`src/rtl/ysyx_24100005_lsu_pkg.sv`:
```
// Shared definitions for the load/store unit.
//   - funct3 encodings for loads and stores
//   - response error codes
//   - FSM state enum
//   - lsu_size(): access size in bytes from funct3
package ysyx_24100005_lsu_pkg;

  localparam logic [2:0] F3_LB  = 3'b000;
  localparam logic [2:0] F3_LH  = 3'b001;
  localparam logic [2:0] F3_LW  = 3'b010;
  localparam logic [2:0] F3_LD  = 3'b011;
  localparam logic [2:0] F3_LBU = 3'b100;
  localparam logic [2:0] F3_LHU = 3'b101;
  localparam logic [2:0] F3_LWU = 3'b110;
  localparam logic [2:0] F3_BAD = 3'b111;

  localparam logic [1:0] ERR_OK       = 2'b00;
  localparam logic [1:0] ERR_MISALIGN = 2'b01;
  localparam logic [1:0] ERR_TIMEOUT  = 2'b10;
  localparam logic [1:0] ERR_ILLEGAL  = 2'b11;

  typedef enum logic [1:0] {
    S_IDLE = 2'd0,
    S_REQ  = 2'd1,
    S_WAIT = 2'd2,
    S_RESP = 2'd3
  } lsu_state_t;

  // Stores share the load encodings for 000/001/010/011, so this covers both.
  function automatic logic [3:0] lsu_size(input logic [2:0] f3);
    return 4'd1 << f3[1:0];
  endfunction

endpackage

```
`src/rtl/ysyx_24100005_lsu_align.sv`:
```
// Combinational lane logic for the load/store unit.
//   funct3, we   : access type (we=1 for stores)
//   off          : byte offset of the access within the bus word
//   wdata        : right-aligned store data
//   rdata        : full bus word returned by memory
//   wmask        : byte-lane enables for the store
//   wdata_sh     : store data moved to its byte lanes
//   rdata_ext    : extracted and sign/zero-extended load data
//   misaligned   : offset not a multiple of the access size
//   illegal      : funct3 not supported for this access/XLEN
module ysyx_24100005_lsu_align
  import ysyx_24100005_lsu_pkg::*;
#(
  parameter int XLEN = 32
) (
  input  logic [2:0]                 funct3,
  input  logic                       we,
  input  logic [$clog2(XLEN/8)-1:0]  off,
  input  logic [XLEN-1:0]            wdata,
  input  logic [XLEN-1:0]            rdata,
  output logic [XLEN/8-1:0]          wmask,
  output logic [XLEN-1:0]            wdata_sh,
  output logic [XLEN-1:0]            rdata_ext,
  output logic                       misaligned,
  output logic                       illegal
);

  localparam int NB    = XLEN / 8;
  localparam int OFF_W = $clog2(NB);

  logic [OFF_W+2:0]  bit_sh;
  logic [7:0]        lanes8;
  logic [XLEN-1:0]   rdata_sh;
  logic signed [7:0]  s8;
  logic signed [15:0] s16;
  logic signed [31:0] s32;

  assign bit_sh = {off, 3'b000};

  always_comb begin
    lanes8 = 8'h00;
    case (funct3[1:0])
      2'd0:    lanes8 = 8'h01;
      2'd1:    lanes8 = 8'h03;
      2'd2:    lanes8 = 8'h0f;
      default: lanes8 = 8'hff;
    endcase
  end

  assign wmask    = lanes8[NB-1:0] << off;
  assign wdata_sh = wdata << bit_sh;
  assign rdata_sh = rdata >> bit_sh;

  assign s8  = rdata_sh[7:0];
  assign s16 = rdata_sh[15:0];
  assign s32 = rdata_sh[31:0];

  // Size casts of signed operands sign-extend; unsigned ones zero-extend.
  always_comb begin
    rdata_ext = '0;
    case (funct3)
      F3_LB:   rdata_ext = XLEN'(s8);
      F3_LH:   rdata_ext = XLEN'(s16);
      F3_LW:   rdata_ext = XLEN'(s32);
      F3_LD:   rdata_ext = rdata_sh;
      F3_LBU:  rdata_ext = XLEN'(rdata_sh[7:0]);
      F3_LHU:  rdata_ext = XLEN'(rdata_sh[15:0]);
      F3_LWU:  rdata_ext = XLEN'(rdata_sh[31:0]);
      default: rdata_ext = '0;
    endcase
  end

  // Doubleword and lwu exist only on a 64-bit datapath; stores have no
  // unsigned variants.
  assign illegal = (funct3 == F3_BAD) ||
                   (we && funct3[2]) ||
                   ((XLEN == 32) && ((funct3 == F3_LD) || (funct3 == F3_LWU)));

  assign misaligned = |(off & OFF_W'(lsu_size(funct3) - 4'd1));

endmodule

```
`src/rtl/ysyx_24100005_lsu.sv`:
```
// Multi-cycle load/store unit. Takes one access from execute over a
// valid/ready handshake, issues one aligned bus transaction and returns a
// single-cycle response pulse.
//   clk, rst               : clock, synchronous active-high reset
//   req_*                  : access request from execute (req_ready high in IDLE)
//   rsp_valid/rdata/err    : completion pulse, extended load data, error code
//   mem_valid/ready        : bus request handshake
//   mem_we/addr/wmask/wdata: bus request payload (addr word-aligned)
//   mem_rvalid/rdata       : read data or write acknowledge
//
// state  | meaning
// -------+-----------------------------------------------------------
// IDLE   | ready for a request; req_ready=1
// REQ    | mem_valid=1, payload held until mem_ready
// WAIT   | request accepted by the bus, waiting for mem_rvalid
// RESP   | rsp_valid=1 for one cycle, then back to IDLE
module ysyx_24100005_lsu
  import ysyx_24100005_lsu_pkg::*;
#(
  parameter int XLEN    = 32,
  parameter int ADDR_W  = 32,
  parameter int TIMEOUT = 255
) (
  input  logic                clk,
  input  logic                rst,
  input  logic                req_valid,
  output logic                req_ready,
  input  logic                req_we,
  input  logic [2:0]          req_funct3,
  input  logic [ADDR_W-1:0]   req_addr,
  input  logic [XLEN-1:0]     req_wdata,
  output logic                rsp_valid,
  output logic [XLEN-1:0]     rsp_rdata,
  output logic [1:0]          rsp_err,
  output logic                mem_valid,
  input  logic                mem_ready,
  output logic                mem_we,
  output logic [ADDR_W-1:0]   mem_addr,
  output logic [XLEN/8-1:0]   mem_wmask,
  output logic [XLEN-1:0]     mem_wdata,
  input  logic                mem_rvalid,
  input  logic [XLEN-1:0]     mem_rdata
);

  localparam int OFF_W = $clog2(XLEN / 8);
  localparam int CNT_W = (TIMEOUT > 1) ? $clog2(TIMEOUT + 1) : 1;
  localparam logic [CNT_W-1:0] CNT_LIMIT = (TIMEOUT > 0) ? CNT_W'(TIMEOUT - 1) : '0;

  lsu_state_t        state;
  logic              we_q;
  logic [2:0]        funct3_q;
  logic [OFF_W-1:0]  off_q;
  logic [CNT_W-1:0]  tmo_cnt;
  logic [CNT_W-1:0]  tmo_cnt_inc;
  logic              timeout_hit;

  logic              sel_we;
  logic [2:0]        sel_funct3;
  logic [OFF_W-1:0]  sel_off;
  logic [XLEN/8-1:0] a_wmask;
  logic [XLEN-1:0]   a_wdata;
  logic [XLEN-1:0]   a_rdata;
  logic              a_misaligned;
  logic              a_illegal;

  // One lane unit serves both phases: in IDLE it checks and shifts the
  // incoming request, afterwards it extracts load data for the latched access.
  assign sel_we     = (state == S_IDLE) ? req_we : we_q;
  assign sel_funct3 = (state == S_IDLE) ? req_funct3 : funct3_q;
  assign sel_off    = (state == S_IDLE) ? req_addr[OFF_W-1:0] : off_q;

  ysyx_24100005_lsu_align #(
    .XLEN (XLEN)
  ) u_align (
    .funct3     (sel_funct3),
    .we         (sel_we),
    .off        (sel_off),
    .wdata      (req_wdata),
    .rdata      (mem_rdata),
    .wmask      (a_wmask),
    .wdata_sh   (a_wdata),
    .rdata_ext  (a_rdata),
    .misaligned (a_misaligned),
    .illegal    (a_illegal)
  );

  // Saturating, so a disabled timeout can never wrap back into a false hit.
  assign tmo_cnt_inc = (&tmo_cnt) ? tmo_cnt : tmo_cnt + CNT_W'(1);
  assign timeout_hit = (TIMEOUT != 0) && (tmo_cnt >= CNT_LIMIT);

  always_ff @(posedge clk) begin
    if (rst) begin
      state     <= S_IDLE;
      req_ready <= 1'b1;
      rsp_valid <= 1'b0;
      rsp_rdata <= '0;
      rsp_err   <= ERR_OK;
      mem_valid <= 1'b0;
      mem_we    <= 1'b0;
      mem_addr  <= '0;
      mem_wmask <= '0;
      mem_wdata <= '0;
      we_q      <= 1'b0;
      funct3_q  <= '0;
      off_q     <= '0;
      tmo_cnt   <= '0;
    end else begin
      case (state)
        S_IDLE: begin
          if (req_valid && req_ready) begin
            we_q      <= req_we;
            funct3_q  <= req_funct3;
            off_q     <= req_addr[OFF_W-1:0];
            tmo_cnt   <= '0;
            req_ready <= 1'b0;
            if (a_illegal) begin
              state     <= S_RESP;
              rsp_valid <= 1'b1;
              rsp_rdata <= '0;
              rsp_err   <= ERR_ILLEGAL;
            end else if (a_misaligned) begin
              state     <= S_RESP;
              rsp_valid <= 1'b1;
              rsp_rdata <= '0;
              rsp_err   <= ERR_MISALIGN;
            end else begin
              state     <= S_REQ;
              mem_valid <= 1'b1;
              mem_we    <= req_we;
              mem_addr  <= {req_addr[ADDR_W-1:OFF_W], {OFF_W{1'b0}}};
              mem_wmask <= req_we ? a_wmask : '0;
              mem_wdata <= req_we ? a_wdata : '0;
            end
          end
        end

        S_REQ: begin
          tmo_cnt <= tmo_cnt_inc;
          if (mem_ready) begin
            state     <= S_WAIT;
            mem_valid <= 1'b0;
          end else if (timeout_hit) begin
            state     <= S_RESP;
            mem_valid <= 1'b0;
            rsp_valid <= 1'b1;
            rsp_rdata <= '0;
            rsp_err   <= ERR_TIMEOUT;
          end
        end

        S_WAIT: begin
          tmo_cnt <= tmo_cnt_inc;
          if (mem_rvalid) begin
            state     <= S_RESP;
            rsp_valid <= 1'b1;
            rsp_rdata <= we_q ? '0 : a_rdata;
            rsp_err   <= ERR_OK;
          end else if (timeout_hit) begin
            state     <= S_RESP;
            rsp_valid <= 1'b1;
            rsp_rdata <= '0;
            rsp_err   <= ERR_TIMEOUT;
          end
        end

        S_RESP: begin
          state     <= S_IDLE;
          rsp_valid <= 1'b0;
          rsp_rdata <= '0;
          rsp_err   <= ERR_OK;
          req_ready <= 1'b1;
        end

        default: begin
          state     <= S_IDLE;
          req_ready <= 1'b1;
          mem_valid <= 1'b0;
          rsp_valid <= 1'b0;
        end
      endcase
    end
  end

endmodule

```
`config.mk`:
```
export PLATFORM = sky130hd
export DESIGN_NAME = ysyx_24100005_lsu
export DESIGN_NICKNAME = d
export VERILOG_FILES = /design/src/rtl/ysyx_24100005_lsu_pkg.sv /design/src/rtl/ysyx_24100005_lsu_align.sv /design/src/rtl/ysyx_24100005_lsu.sv
export SDC_FILE = /design/constraint.sdc
export NUM_CORES = 1
export LEC_CHECK = 0
export BUFFER_PORTS_ARGS = -buffer_cell sky130_fd_sc_hd__buf_4
export CAP_MARGIN = 20
export CELL_PAD_IN_SITES_DETAIL_PLACEMENT = 0
export CELL_PAD_IN_SITES_GLOBAL_PLACEMENT = 2
export CORE_MARGIN = 3
export CORE_UTILIZATION = 28
export DETAILED_ROUTE_END_ITERATION = 6
export HOLD_SLACK_MARGIN = 0.12
export PLACE_DENSITY_LB_ADDON = 0.12
export SLEW_MARGIN = 20
export SYNTH_ARGS = -nofsm -noshare
export SYNTH_HDL_FRONTEND = slang
export SYNTH_HIERARCHICAL = 1
export SYNTH_SLANG_ARGS = --single-unit
```
`constraint.sdc`:
```
create_clock -name clk -period 4.2 [get_ports clk]
set_clock_uncertainty 0.05 [all_clocks]
set_input_delay 0.42 -clock clk [delete_from_list [all_inputs] [get_ports clk]]
set_output_delay 0.42 -clock clk [all_outputs]
set_load 0.03 [all_outputs]
```
======== Word level (Yosys, flattened, before mapping) ========
Index checks and enable logic that the tools add are counted.
cells by class
  reduce and logical (&&, ||, !) cells .... 21
  shifts and indexed selects .............. 4
  $lt $le $gt $ge ......................... 1
  $add $sub $neg .......................... 2
  multiplexer cells ....................... 47
  bitwise gates (word level) .............. 3
  eq/ne operators ......................... 19
operator list
  operator                                             number
  two-way mux 32 bit                                   8
  case mux 32 bit (5 select lines)                     1
  case mux 32 bit (4 select lines)                     1
  << shifter 32 x 5 -> 32 bit                          1
  right shift 32 x 5 -> 32 bit                         1
  two-way mux 2 bit                                    13
  two-way mux 8 bit                                    2
  case mux 2 bit (4 select lines)                      2
  case mux 8 bit (2 select lines)                      1
  two-way mux 1 bit                                    13
  equality test 3 bit, second input constant           4
  case mux 4 bit (3 select lines)                      1
  adder 8 x 1 -> 8 bit, second input constant          1
  >= comparator 8 bit, second input constant           1
  != test 2 bit, second input constant                 4
  AND reduction 8 bit                                  1
  equality test 2 bit, second input constant           3
  equality test 3 x 2 -> 1 bit, second input constant  2
  != test 3 bit, second input constant                 2
  AND reduction 3 bit                                  2
  nonzero test 2 bit                                   3
  AND reduction 5 bit                                  1
  equality test 2 x 1 -> 1 bit, second input constant  2
  logical NOT 2 bit                                    2
  18 further kinds                                     25
word-level totals
  logic and storage cells ................. 111
  flip-flop bits (word level) ............. 120
  output and inout port bits .............. 106
  input port bits ......................... 105

======== Logic depth before layout (Yosys ltp) ========
Gate-level depths: netlist of the first run.
  word-level depth ........................ 10
  gate-level depth with buffers ........... 16
  depth with buffers taken out ............ 11

======== Cells and area by module ========
Netlist of the first run, hierarchy kept.
by module, submodules not included
  module                   sequential area each (sq um)  cells an instance  area each (sq um)  instances
  ysyx_24100005_lsu        2402.3                        559                4762.1             1
  ysyx_24100005_lsu_align  0.0                           206                1275.0             1

======== Worst setup path before layout of the first run ========
OpenSTA, ideal clock, no wires.
  path type ............................... flip-flop to flip-flop
  start ................................... register state[0]
  end ..................................... register rsp_rdata[0]
  setup slack ............................. 0.434 ns
  required time ........................... 4.034 ns
  stages on the path, launching flop included .. 16
  path buffers ............................ 4
  period minus slack after synthesis ...... 3.766 ns
  arrival time ............................ 3.600 ns
  library setup time ...................... 0.116 ns
  cell sequence ........................... dfxtp_1 inv_1 ha_1 buf_2 buf_1 mux2_2 nor2_1 inv_1 clkbuf_1 ha_1 o21ai_0 o211ai_2 a22oi_1 a21oi_1 buf_2 a31o_2
on the way
  longest elaborated chain between the ends .. 8
  elaborated cells between the ends (all ways) .. 35
  those cells by class .................... add/sub: 1; eq/ne: 13; shift: 2; mux: 9; bitwise: 1; reduce/logical: 9
ends and longest elaborated chain
  element                        line                           RTL
  from (decl)                    ysyx_24100005_lsu.sv:49        lsu_state_t state;
  from (signal assigned)         ysyx_24100005_lsu.sv:93        state <= S_IDLE;
  from (signal assigned)         ysyx_24100005_lsu.sv:117       state <= S_RESP;
  from (signal assigned)         ysyx_24100005_lsu.sv:122       state <= S_RESP;
  logical NOT 2 bit              ysyx_24100005_lsu.sv:69        assign sel_funct3 = (state == S_IDLE) ? req_funct3 : funct3_q;
  two-way mux 3 bit              ysyx_24100005_lsu.sv:69
  net sel_funct3[0]              ysyx_24100005_lsu.sv:58        logic [2:0] sel_funct3;
  << shifter 1 x 2 -> 2 bit      ysyx_24100005_lsu_pkg.sv:31    return 4'd1 << f3[1:0];
  subtractor 2 x 1 -> 2 bit      ysyx_24100005_lsu_align.sv:79  assign misaligned = |(off & OFF_W'(lsu_size(funct3) - 4'd1));
  bitwise AND 2 bit              ysyx_24100005_lsu_align.sv:79
  OR reduction 2 bit             ysyx_24100005_lsu_align.sv:79
  net a_misaligned               ysyx_24100005_lsu.sv:63        logic a_misaligned;
  != test 3 bit (no line)        -
  AND reduction 3 bit (no line)  -
  to (signal assigned)           ysyx_24100005_lsu.sv:156       rsp_rdata <= we_q ? '0 : a_rdata;
  to (decl)                      ysyx_24100005_lsu.sv:33        output logic [XLEN-1:0] rsp_rdata,
The timed path passes the listed nets, and every way through them passes these cells. The select of a mux whose other input is x is not followed.
A chain may end at the register's enable or synchronous reset.

======== Final worst setup path of the first run ========
  start ................................... register state[1]
  end ..................................... register rsp_rdata[3]
The elaborated chain is that of the path after synthesis.

==> PnR_summary.wiki, run 1 <==
{| class="wikitable"
! Metric !! Value
|-
| Fmax achieved || 0.265 GHz
|-
| Status || completed
|-
| Cell type contributing the most total cell area after synthesis || sky130_fd_sc_hd__dfxtp_1
|-
| Commonest cells in the netlist || sky130_fd_sc_hd__nand2_1 (146), sky130_fd_sc_hd__dfxtp_1 (120), sky130_fd_sc_hd__a21oi_1 (112)
|-
| Number of buffer cells added on primary ports || 208
|-
| Wirelength per Cell || between 15 and 20 um
|-
| Internal power || 3.05 mW
|-
| Setup crit start || state[1]
|-
| Root Buffer Master || sky130_fd_sc_hd__clkbuf_16
|-
| Num CTS Buffers || 17
|-
| Startpoint Class || register
|-
| Most used flip-flop cell after synthesis || sky130_fd_sc_hd__dfxtp_1
|-
| Number of antenna cells inserted || 0
|-
| Final non-filler cell total || about 1200
|-
| Syn Area/Cell || between 7 and 8 um2
|-
| Placed cell count || 1196
|-
| Vert. Die Dim || 153 um
|-
| Internal reg-to-reg setup slack || 430 ps
|-
| Synth Instances || 765
|-
| DRC violation count after routing || 0
|-
| Proportion of synthesized chip area in sequential cells || 39.8%
|-
| Site row count || 53
|-
| Number of global-route vias before repair || 5858
|-
| Number of maximum-capacitance violations || 0
|-
| Cells taking the most area after synthesis || sky130_fd_sc_hd__dfxtp_1 (40%), sky130_fd_sc_hd__a21oi_1 (9.3%), sky130_fd_sc_hd__nand2_1 (9.1%), sky130_fd_sc_hd__mux2i_1 (5.1%), sky130_fd_sc_hd__a31o_2 (4.2%)
|-
| Sinks on the clock net || 120
|-
| Count of boundary I/O pins || around 210
|-
| Global-route wire length before repair || 33.2 mm
|-
| Starting density of the core || 28.6%
|-
| TritonCTS clock tree || built
|-
| Worst Path Required || 4460 ps
|-
| Register share of total power || a little over a quarter
|-
| Transition time at the pin with the least slew margin || just under 1000 ps
|-
| Start of the worst register-to-register path || state[1]
|-
| Switching Share || about two fifths
|-
| Yosys synthesis warning count || 6
|-
| Net count reported at finish || 1053
|-
| Leading cell type by number of instances after synthesis || sky130_fd_sc_hd__nand2_1
|-
| Max transition margin || 34.4%
|-
| Placer's final routability congestion estimate || about 0.84
|-
| Kind of capture point of the worst setup path || register
|-
| Net switching power || 2.18 mW
|-
| P_leak || 3.62 nW
|-
| Cts-stage hold buffer count || 0
|-
| Final critical-path share of the clock period || between 80 and 90%
|-
| Combined area of all synthesized cells || about 0.006 mm2
|-
| Final-report hold violation count || 0
|-
| Worst min-delay path category || input pin to register
|-
| Number of setup violations in the final report || 0
|-
| Violation count after the first detailed-routing iteration || approximately 380
|-
| Max Transition Viols Final || 0
|-
| Share of flip-flops with an asynchronous set or reset || 0%
|-
| R2r worst-path depth || 13
|-
| Maximum number of pins on one net before global-route repair || 85
|-
| Layout Area Growth over Synthesis || 39.4%
|-
| Unique cell type count in the Yosys netlist || 51
|-
| Worst-skew pair later-pin latency || 410 ps
|-
| Number of vias per cell after detailed routing || 4.97
|-
| Unrepaired setup endpoints after global routing || false
|-
| Top fanout value on the critical path || 32
|-
| Drt pass-1 iters || 5
|-
| Overall global routing resource usage || between 15 and 20%
|-
| Aggregate negative setup slack || 0 ps
|-
| Register bit count reported by yosys || 120
|-
| Deepest clock path buffer count || 2
|-
| Horizontal die dimension || 153 um
|-
| Core region area || around 0.021 mm2
|-
| Post-CTS clock slew at the launch and capture registers of the worst setup and hold paths || 60 ps
|-
| Capture instance of the worst register-to-register path || rsp_rdata[3]
|-
| Vias || 6105
|-
| Clock power share || between 20% and 30%
|-
| Data arrival at the endpoint of the critical path || 4030 ps
|-
| Category of the critical setup timing path || register to register
|-
| Proportion of layout cells with a drive suffix above 1 || 31.6%
|-
| Number of gates given a new drive strength after cts || 0
|-
| Number of flops mapped to enable cells by yosys || 0
|-
| Antenna Violating Nets Remaining || 0
|-
| Final critical path time including I/O delays and setup || 3770 ps
|-
| Final Routed Wirelength || 21.0 mm
|-
| Post-CTS setup buffers || 0
|-
| Worst-case vdd ir drop || about 360 uV
|-
| Part of the total power dissipated in combinational logic || 44.8%
|-
| Die footprint || about 0.023 mm2
|-
| Ratio of total power to cell area || 622 mW/mm2
|-
| Top-area cell type share of the netlist area || roughly two fifths
|-
| Htree depth || 4
|-
| Critical path destination || rsp_rdata[3]
|-
| Initial antenna violation count || 0
|-
| Grt ovf || 0
|-
| HPWL reported at the end of detailed placement || about 15 mm
|}
[cell usage in the layout, fill, tap and decap left out, drive strengths merged, types with 4 or more instances in the layout]
cell and n:
buf 222, nand2 146, dfxtp 120, a21oi 112, nand3 41, and3 35, mux2i 31, a31o 31
nor2 29, o21ai 29, a211oi 25, clkbuf 19, nor2b 18, inv 13, and2 10, ha 8
mux2 7, or3 6, o31ai 5, clkinvlp 5, nand3b 4
[logic make-up after synthesis]
group                      synth area share [%]
DFF                                        39.8
other                                    0.0621
xor gates and xnor gates                  0.145
buffers and inverters                      5.76
AOI/OAI and AO/OA                          22.7
and+or+nand+nor                            23.1
adders and majority gates                  1.66
muxes                                      6.82
[metrics by stage]
step | cell area, um2 | power, mW | hold slack [ps] | utilization, % | setup slack (ps)
after detailed placement | 7800 | 3.75 | 396 | 37.0 | 496
after global placement | 7800 | 3.74 | 391 | 37.0 | 589
final | 8410 | 5.23 | 196 | 39.9 | 429
after global routing | 8410 | 5.58 | 188 | 39.9 | 149
after CTS | 8410 | 5.29 | 175 | 39.9 | 460
after floorplan | 6040 | 3.01 | 384 | - | 434
[final cells by class]
class	instances	area, um2
multi-input combinational	568	3320
sequential	120	2400
inverter	11	41.3
timing repair buffer	222	1690
clock inverter	13	171
fill	2207	12700
clock buffer	19	443
tap	275	344
[worst min-delay path by stage]
| stage | start | slack [ps] | cells past startpoint | to |
|---|---|---|---|---|
| 3_3_place_gp | mem_wdata[7] | 390 | 2 | mem_wdata[7] |
| 6_report | req_addr[10] | 200 | 3 | mem_addr[10] |
| 5_1_grt | req_addr[9] | 190 | 3 | mem_addr[9] |
| 4_1_cts | req_addr[10] | 180 | 3 | mem_addr[10] |
| 3_5_place_dp | mem_wdata[12] | 400 | 2 | mem_wdata[12] |
| 2_1_floorplan | funct3_q[0] | 380 | 2 | funct3_q[0] |
[routing by layer]
layer  track usage, %  part of all wire (%)  vias to the layer above
li1                 -                     -                     3043
met1             24.5                    48                     2886
met2             27.4                    46                      162
met3             3.96                   4.8                       14
met4             4.58                  0.87                        0
met5                0                     0                        -
[critical path: stages (launching register included)]
cell and delay, ps:
sky130_fd_sc_hd__dfxtp_1 330, sky130_fd_sc_hd__inv_1 120, sky130_fd_sc_hd__ha_1 370, sky130_fd_sc_hd__mux2_2 430, sky130_fd_sc_hd__nor2_1 260, sky130_fd_sc_hd__inv_1 230
sky130_fd_sc_hd__ha_1 330, sky130_fd_sc_hd__o21ai_0 170, sky130_fd_sc_hd__buf_4 170, sky130_fd_sc_hd__o211ai_2 130, sky130_fd_sc_hd__a22oi_1 420, sky130_fd_sc_hd__a21oi_2 100
sky130_fd_sc_hd__buf_4 280, sky130_fd_sc_hd__a31o_2 270
[power groups by stage]
stage | logic [mW] | clock network [mW] | registers (mW)
global placement | 2.34 | 0 | 1.41
finish | 2.34 | 1.50 | 1.39
CTS | 2.36 | 1.55 | 1.39
detailed placement | 2.34 | 0 | 1.41
floorplan | 1.36 | 0 | 1.64
global route | 2.57 | 1.60 | 1.41
[registers in the layout, indices dropped and copies added, names as in the netlist, 2 cells and up]
register   flops
mem_wdata     32
rsp_rdata     32
mem_addr      30
tmo_cnt        8
mem_wmask      4
funct3_q       3
off_q          2
rsp_err        2
state          2
Note: power is estimated with default switching activity, not from simulation.
==> run 2, diff against run 1 <==
--- a/config.mk
+++ b/config.mk
@@ -5,6 +5,7 @@
 export SDC_FILE = /design/constraint.sdc
 export NUM_CORES = 1
 export LEC_CHECK = 0
+export ABC_AREA = 1
 export BUFFER_PORTS_ARGS = -buffer_cell sky130_fd_sc_hd__buf_4
 export CAP_MARGIN = 20
 export CELL_PAD_IN_SITES_DETAIL_PLACEMENT = 0
@@ -12,6 +13,7 @@
 export CORE_MARGIN = 3
 export CORE_UTILIZATION = 28
 export DETAILED_ROUTE_END_ITERATION = 6
+export GPL_ROUTABILITY_DRIVEN = 0
 export HOLD_SLACK_MARGIN = 0.12
 export PLACE_DENSITY_LB_ADDON = 0.12
 export SLEW_MARGIN = 20
==> run 2 against run 1 <==
Against the previous run:
- register-to-register slack improved by 320 ps
- via count increased by 16%
- cell count increased by 24%
- core utilization decreased by 2.3 points
- sequential power increased by 5%
- critical path type unchanged
- highest routed layer unchanged
==> PnR_summary.wiki, run 2 <==
{| class="wikitable"
! Metric !! Value
|-
| Top-area cell type share of the netlist area || 34.0% (-5.8 points)
|-
| Worst hold slack || 194 ps (-2.45 ps)
|-
| Number of antenna cells inserted || 0 (unchanged)
|-
| Post-CTS clock slew at the launch and capture registers of the worst setup and hold paths || 70 ps (about the same)
|-
| Largest registers in the final layout || mem_wdata (32), rsp_rdata (32), mem_addr (30)
|-
| Net count reported at finish || 1296 (+23%)
|-
| Startpoint Class || register
|-
| P_leak || 3.95 nW (+9.0%)
|-
| Unrepaired setup endpoints after global routing || false
|-
| Synth Instances || 1018 (+33%)
|-
| XOR/XNOR share of the synthesized area || 0.124% (-0.021 points)
|-
| Worst min-delay path category || input pin to register
|-
| Layout Area Growth over Synthesis || 30.5%
|-
| TritonCTS clock tree || built
|-
| Final Routed Wirelength || 24.8 mm (+18%)
|-
| Hold-critical path endpoint || mem_addr[17]
|-
| Final-report hold violation count || 0 (unchanged)
|-
| Worst-case vdd ir drop || 306 uV (-15%)
|-
| Horizontal die dimension || 165 um (+7.9%)
|-
| Final non-filler cell total || 1520 (+24%)
|-
| Unique cell type count in the Yosys netlist || 44 (-14%)
|-
| Combined area of all synthesized cells || 0.00707 mm2 (+17%)
|-
| Vias || 7069 (+16%)
|-
| Proportion of synthesized chip area in sequential cells || 34.0% (-5.8 points)
|-
| Number of flops mapped to enable cells by yosys || 0 (unchanged)
|-
| Transition time at the pin with the least slew margin || 802 ps (-182 ps)
|-
| Starting density of the core || 28.8% (+0.19 points)
|-
| Worst slack at placement || 741 ps (+245 ps)
|-
| Count of boundary I/O pins || 211 (unchanged)
|-
| Maximum number of pins on one net before global-route repair || 69 (-19%)
|-
| Num CTS Buffers || 17 (unchanged)
|-
| Most common cell after layout, fill and taps aside || sky130_fd_sc_hd__buf_4
|-
| DRC violation count after routing || 0 (unchanged)
|-
| Cts-stage hold buffer count || 0 (unchanged)
|-
| Number of maximum-capacitance violations || 0 (unchanged)
|-
| Number of gates given a new drive strength after cts || 0 (unchanged)
|-
| Final critical path time including I/O delays and setup || 3450 ps (-318 ps)
|-
| Global-route wire length before repair || 38.3 mm (+15%)
|-
| Kind of capture point of the worst setup path || register
|-
| Syn Area/Cell || 6.95 um2 (-12%)
|-
| Number of cells on the worst hold path || 3 (unchanged)
|-
| Status || completed
|-
| Post-CTS setup buffers || 0 (unchanged)
|-
| Grt ovf || 0 (unchanged)
|-
| Capture instance of the worst register-to-register path || rsp_rdata[18]
|-
| Antenna Violating Nets Remaining || 0 (unchanged)
|-
| Proportion of layout cells with a drive suffix above 1 || 31.9% (+0.27 points)
|-
| Die footprint || 0.0272 mm2 (+16%)
|-
| Drt pass-1 iters || 5 (unchanged)
|-
| Internal reg-to-reg setup slack || 750 ps (+320 ps)
|-
| Most used flip-flop cell after synthesis || sky130_fd_sc_hd__dfxtp_1
|-
| Root Buffer Master || sky130_fd_sc_hd__clkbuf_16
|-
| Worst-skew pair later-pin latency || 420 ps (about the same)
|-
| Category of the critical setup timing path || register to register
|-
| Max transition margin || 46.3% (+12 points)
|-
| Start of the worst register-to-register path || state[0]
|-
| Number of vias per cell after detailed routing || 4.65 (-6.5%)
|-
| Yosys synthesis warning count || 6 (unchanged)
|-
| Commonest cells in the netlist || sky130_fd_sc_hd__nand2_1 (207), sky130_fd_sc_hd__nor2_1 (133), sky130_fd_sc_hd__dfxtp_1 (120)
|-
| R2r worst-path depth || 15 (+2)
|-
| Register bit count reported by yosys || 120 (unchanged)
|-
| Cell type contributing the most total cell area after synthesis || sky130_fd_sc_hd__dfxtp_1
|-
| Fmax achieved || 0.290 GHz (+9.2%)
|-
| Data arrival at the endpoint of the critical path || 3720 ps (-310 ps)
|-
| Number of setup violations in the final report || 0 (unchanged)
|-
| Deepest clock path buffer count || 2 (unchanged)
|-
| Worst Path Required || 4460 ps (about the same)
|-
| Multiplexer area fraction after synthesis || 0% (-6.8 points)
|-
| Fillers || 2807 (+27%)
|-
| Sinks on the clock net || 120 (unchanged)
|-
| Post-place instance area || 0.00865 mm2 (+11%)
|-
| Vert. Die Dim || 165 um (+7.9%)
|-
| Wirelength per Cell || 16.3 um (-4.4%)
|-
| Commonest non-fill, non-tap cells in the layout || sky130_fd_sc_hd__buf_4 (218), sky130_fd_sc_hd__nand2_1 (207), sky130_fd_sc_hd__nor2_1 (133)
|-
| Compound-gate portion of the synthesized area || 17.2% (-5.5 points)
|-
| Fin worst setup slack || 748 ps (+318 ps)
|-
| Aggregate negative setup slack || 0 ps (unchanged)
|-
| Final critical-path share of the clock period || 82.2% (-7.6 points)
|-
| Dominant combinational cell family by area after synthesis || simple AND/OR/NAND/NOR gates
|-
| Number of global-route vias before repair || 6696 (+14%)
|-
| Share of synthesized cell area in full adder, half adder and majority cells || 1.42% (-0.24 points)
|-
| HPWL reported at the end of detailed placement || 17.5 mm (+16%)
|-
| Max Transition Viols Final || 0 (unchanged)
|-
| Overall global routing resource usage || 18.0% (+0.42 points)
|-
| Initial antenna violation count || 0 (unchanged)
|-
| Ratio of total power to cell area || 707 mW/mm2 (+14%)
|-
| Htree depth || 4 (unchanged)
|-
| Placed cell count || 1488 (+24%)
|-
| Violation count after the first detailed-routing iteration || 474 (+24%)
|-
| Cells taking the most area after synthesis || sky130_fd_sc_hd__dfxtp_1 (34%), sky130_fd_sc_hd__nand2_1 (11%), sky130_fd_sc_hd__nand3_1 (7.4%), sky130_fd_sc_hd__nor2_1 (7.1%), sky130_fd_sc_hd__o21ai_0 (5.8%)
|-
| Startpoint of the tightest hold check path || req_addr[17]
|-
| Top fanout value on the critical path || 35 (+9.4%)
|-
| Core region area || 0.0245 mm2 (+16%)
|-
| Final design instance area without fill || 0.00923 mm2 (+9.7%)
|-
| Site row count || 57 (+7.5%)
|-
| Share of flip-flops with an asynchronous set or reset || 0% (unchanged)
|-
| Leading cell type by number of instances after synthesis || sky130_fd_sc_hd__nand2_1
|-
| Post-synthesis simple-gate area fraction || 36.6% (+13 points)
|-
| Number of buffer cells added on primary ports || 208 (unchanged)
|}
run 2: changes by cell type in the layout (fill, tap and decap cells not counted), moves of 30 or more:
cell,delta
sky130_fd_sc_hd__nand3_1,+64
sky130_fd_sc_hd__a21oi_1,-46
sky130_fd_sc_hd__mux2i_1,-31
sky130_fd_sc_hd__nand3_2,+33
sky130_fd_sc_hd__inv_1,+47
sky130_fd_sc_hd__and3_1,-34
sky130_fd_sc_hd__nand2_1,+62
sky130_fd_sc_hd__o21ai_0,+57
sky130_fd_sc_hd__or2_2,+30
sky130_fd_sc_hd__nor2_1,+104
run 2: cell families after synthesis:
logic type      Yosys count
fa+ha+maj                 8
xor+xnor                  1
flops                   120
simple gates            541
compound gates          208
buf+inv                 139
other cells               1
run 2: worst max-delay path by stage:
stage	from	to	slack, ps	depth (start not counted)
after floorplan	state[0]	rsp_err[0]	1210	17
after global placement	state[0]	rsp_err[0]	850	16
after detailed placement	state[0]	mem_wdata[18]	740	15
after CTS	state[0]	mem_wdata[18]	720	15
after global routing	state[0]	rsp_rdata[4]	410	14
final	state[0]	rsp_rdata[18]	750	15
run 2: worst max-delay path: stages (launching register included):
cell	delay (ps)
sky130_fd_sc_hd__dfxtp_1	370
sky130_fd_sc_hd__inv_1	110
sky130_fd_sc_hd__ha_1	230
sky130_fd_sc_hd__buf_4	220
sky130_fd_sc_hd__o21ai_0	450
sky130_fd_sc_hd__inv_1	110
sky130_fd_sc_hd__nand2_1	140
sky130_fd_sc_hd__ha_1	240
sky130_fd_sc_hd__o22ai_1	220
sky130_fd_sc_hd__nor2_2	80
sky130_fd_sc_hd__nand2_1	110
sky130_fd_sc_hd__nand3_4	130
sky130_fd_sc_hd__inv_8	270
sky130_fd_sc_hd__nand2_4	350
sky130_fd_sc_hd__nand2_1	180
sky130_fd_sc_hd__a21oi_2	60
run 2: final cells by class:
cell class	count	area (um2)	share of cell area, %
Multi-Input combinational cell	760	3940	42.7
Tap cell	324	405	4.39
Timing Repair Buffer	218	1640	17.7
Inverter	66	262	2.83
Clock buffer	17	425	4.61
Sequential cell	120	2400	26.0
Clock inverter	15	151	1.64
run 2: power breakdown:
part	internal, mW	total [mW]	switching [mW]
clock network	0.793	1.46	0.666
registers	1.34	1.46	0.116
logic	1.12	3.61	2.49
total	3.26	6.53	3.27
run 2: routing by layer:
| metal | share of wire, % | routed length, um | global-route usage (%) |
|---|---|---|---|
| met1 | 50 | 12400 | 26.8 |
| met2 | 44 | 10900 | 26.4 |
| met3 | 5.5 | 1370 | 4.26 |
| met4 | 0.67 | 167 | 3.16 |
| met5 | 0 | 0 | 0 |
run 2: stage by stage:
step | util (%) | total power, mW
finish | 37.6 | 6.53
global route | 37.6 | 7.04
CTS | 37.6 | 6.61
detailed placement | 35.3 | 5.13
global placement | 35.3 | 5.14
floorplan | - | 4.39
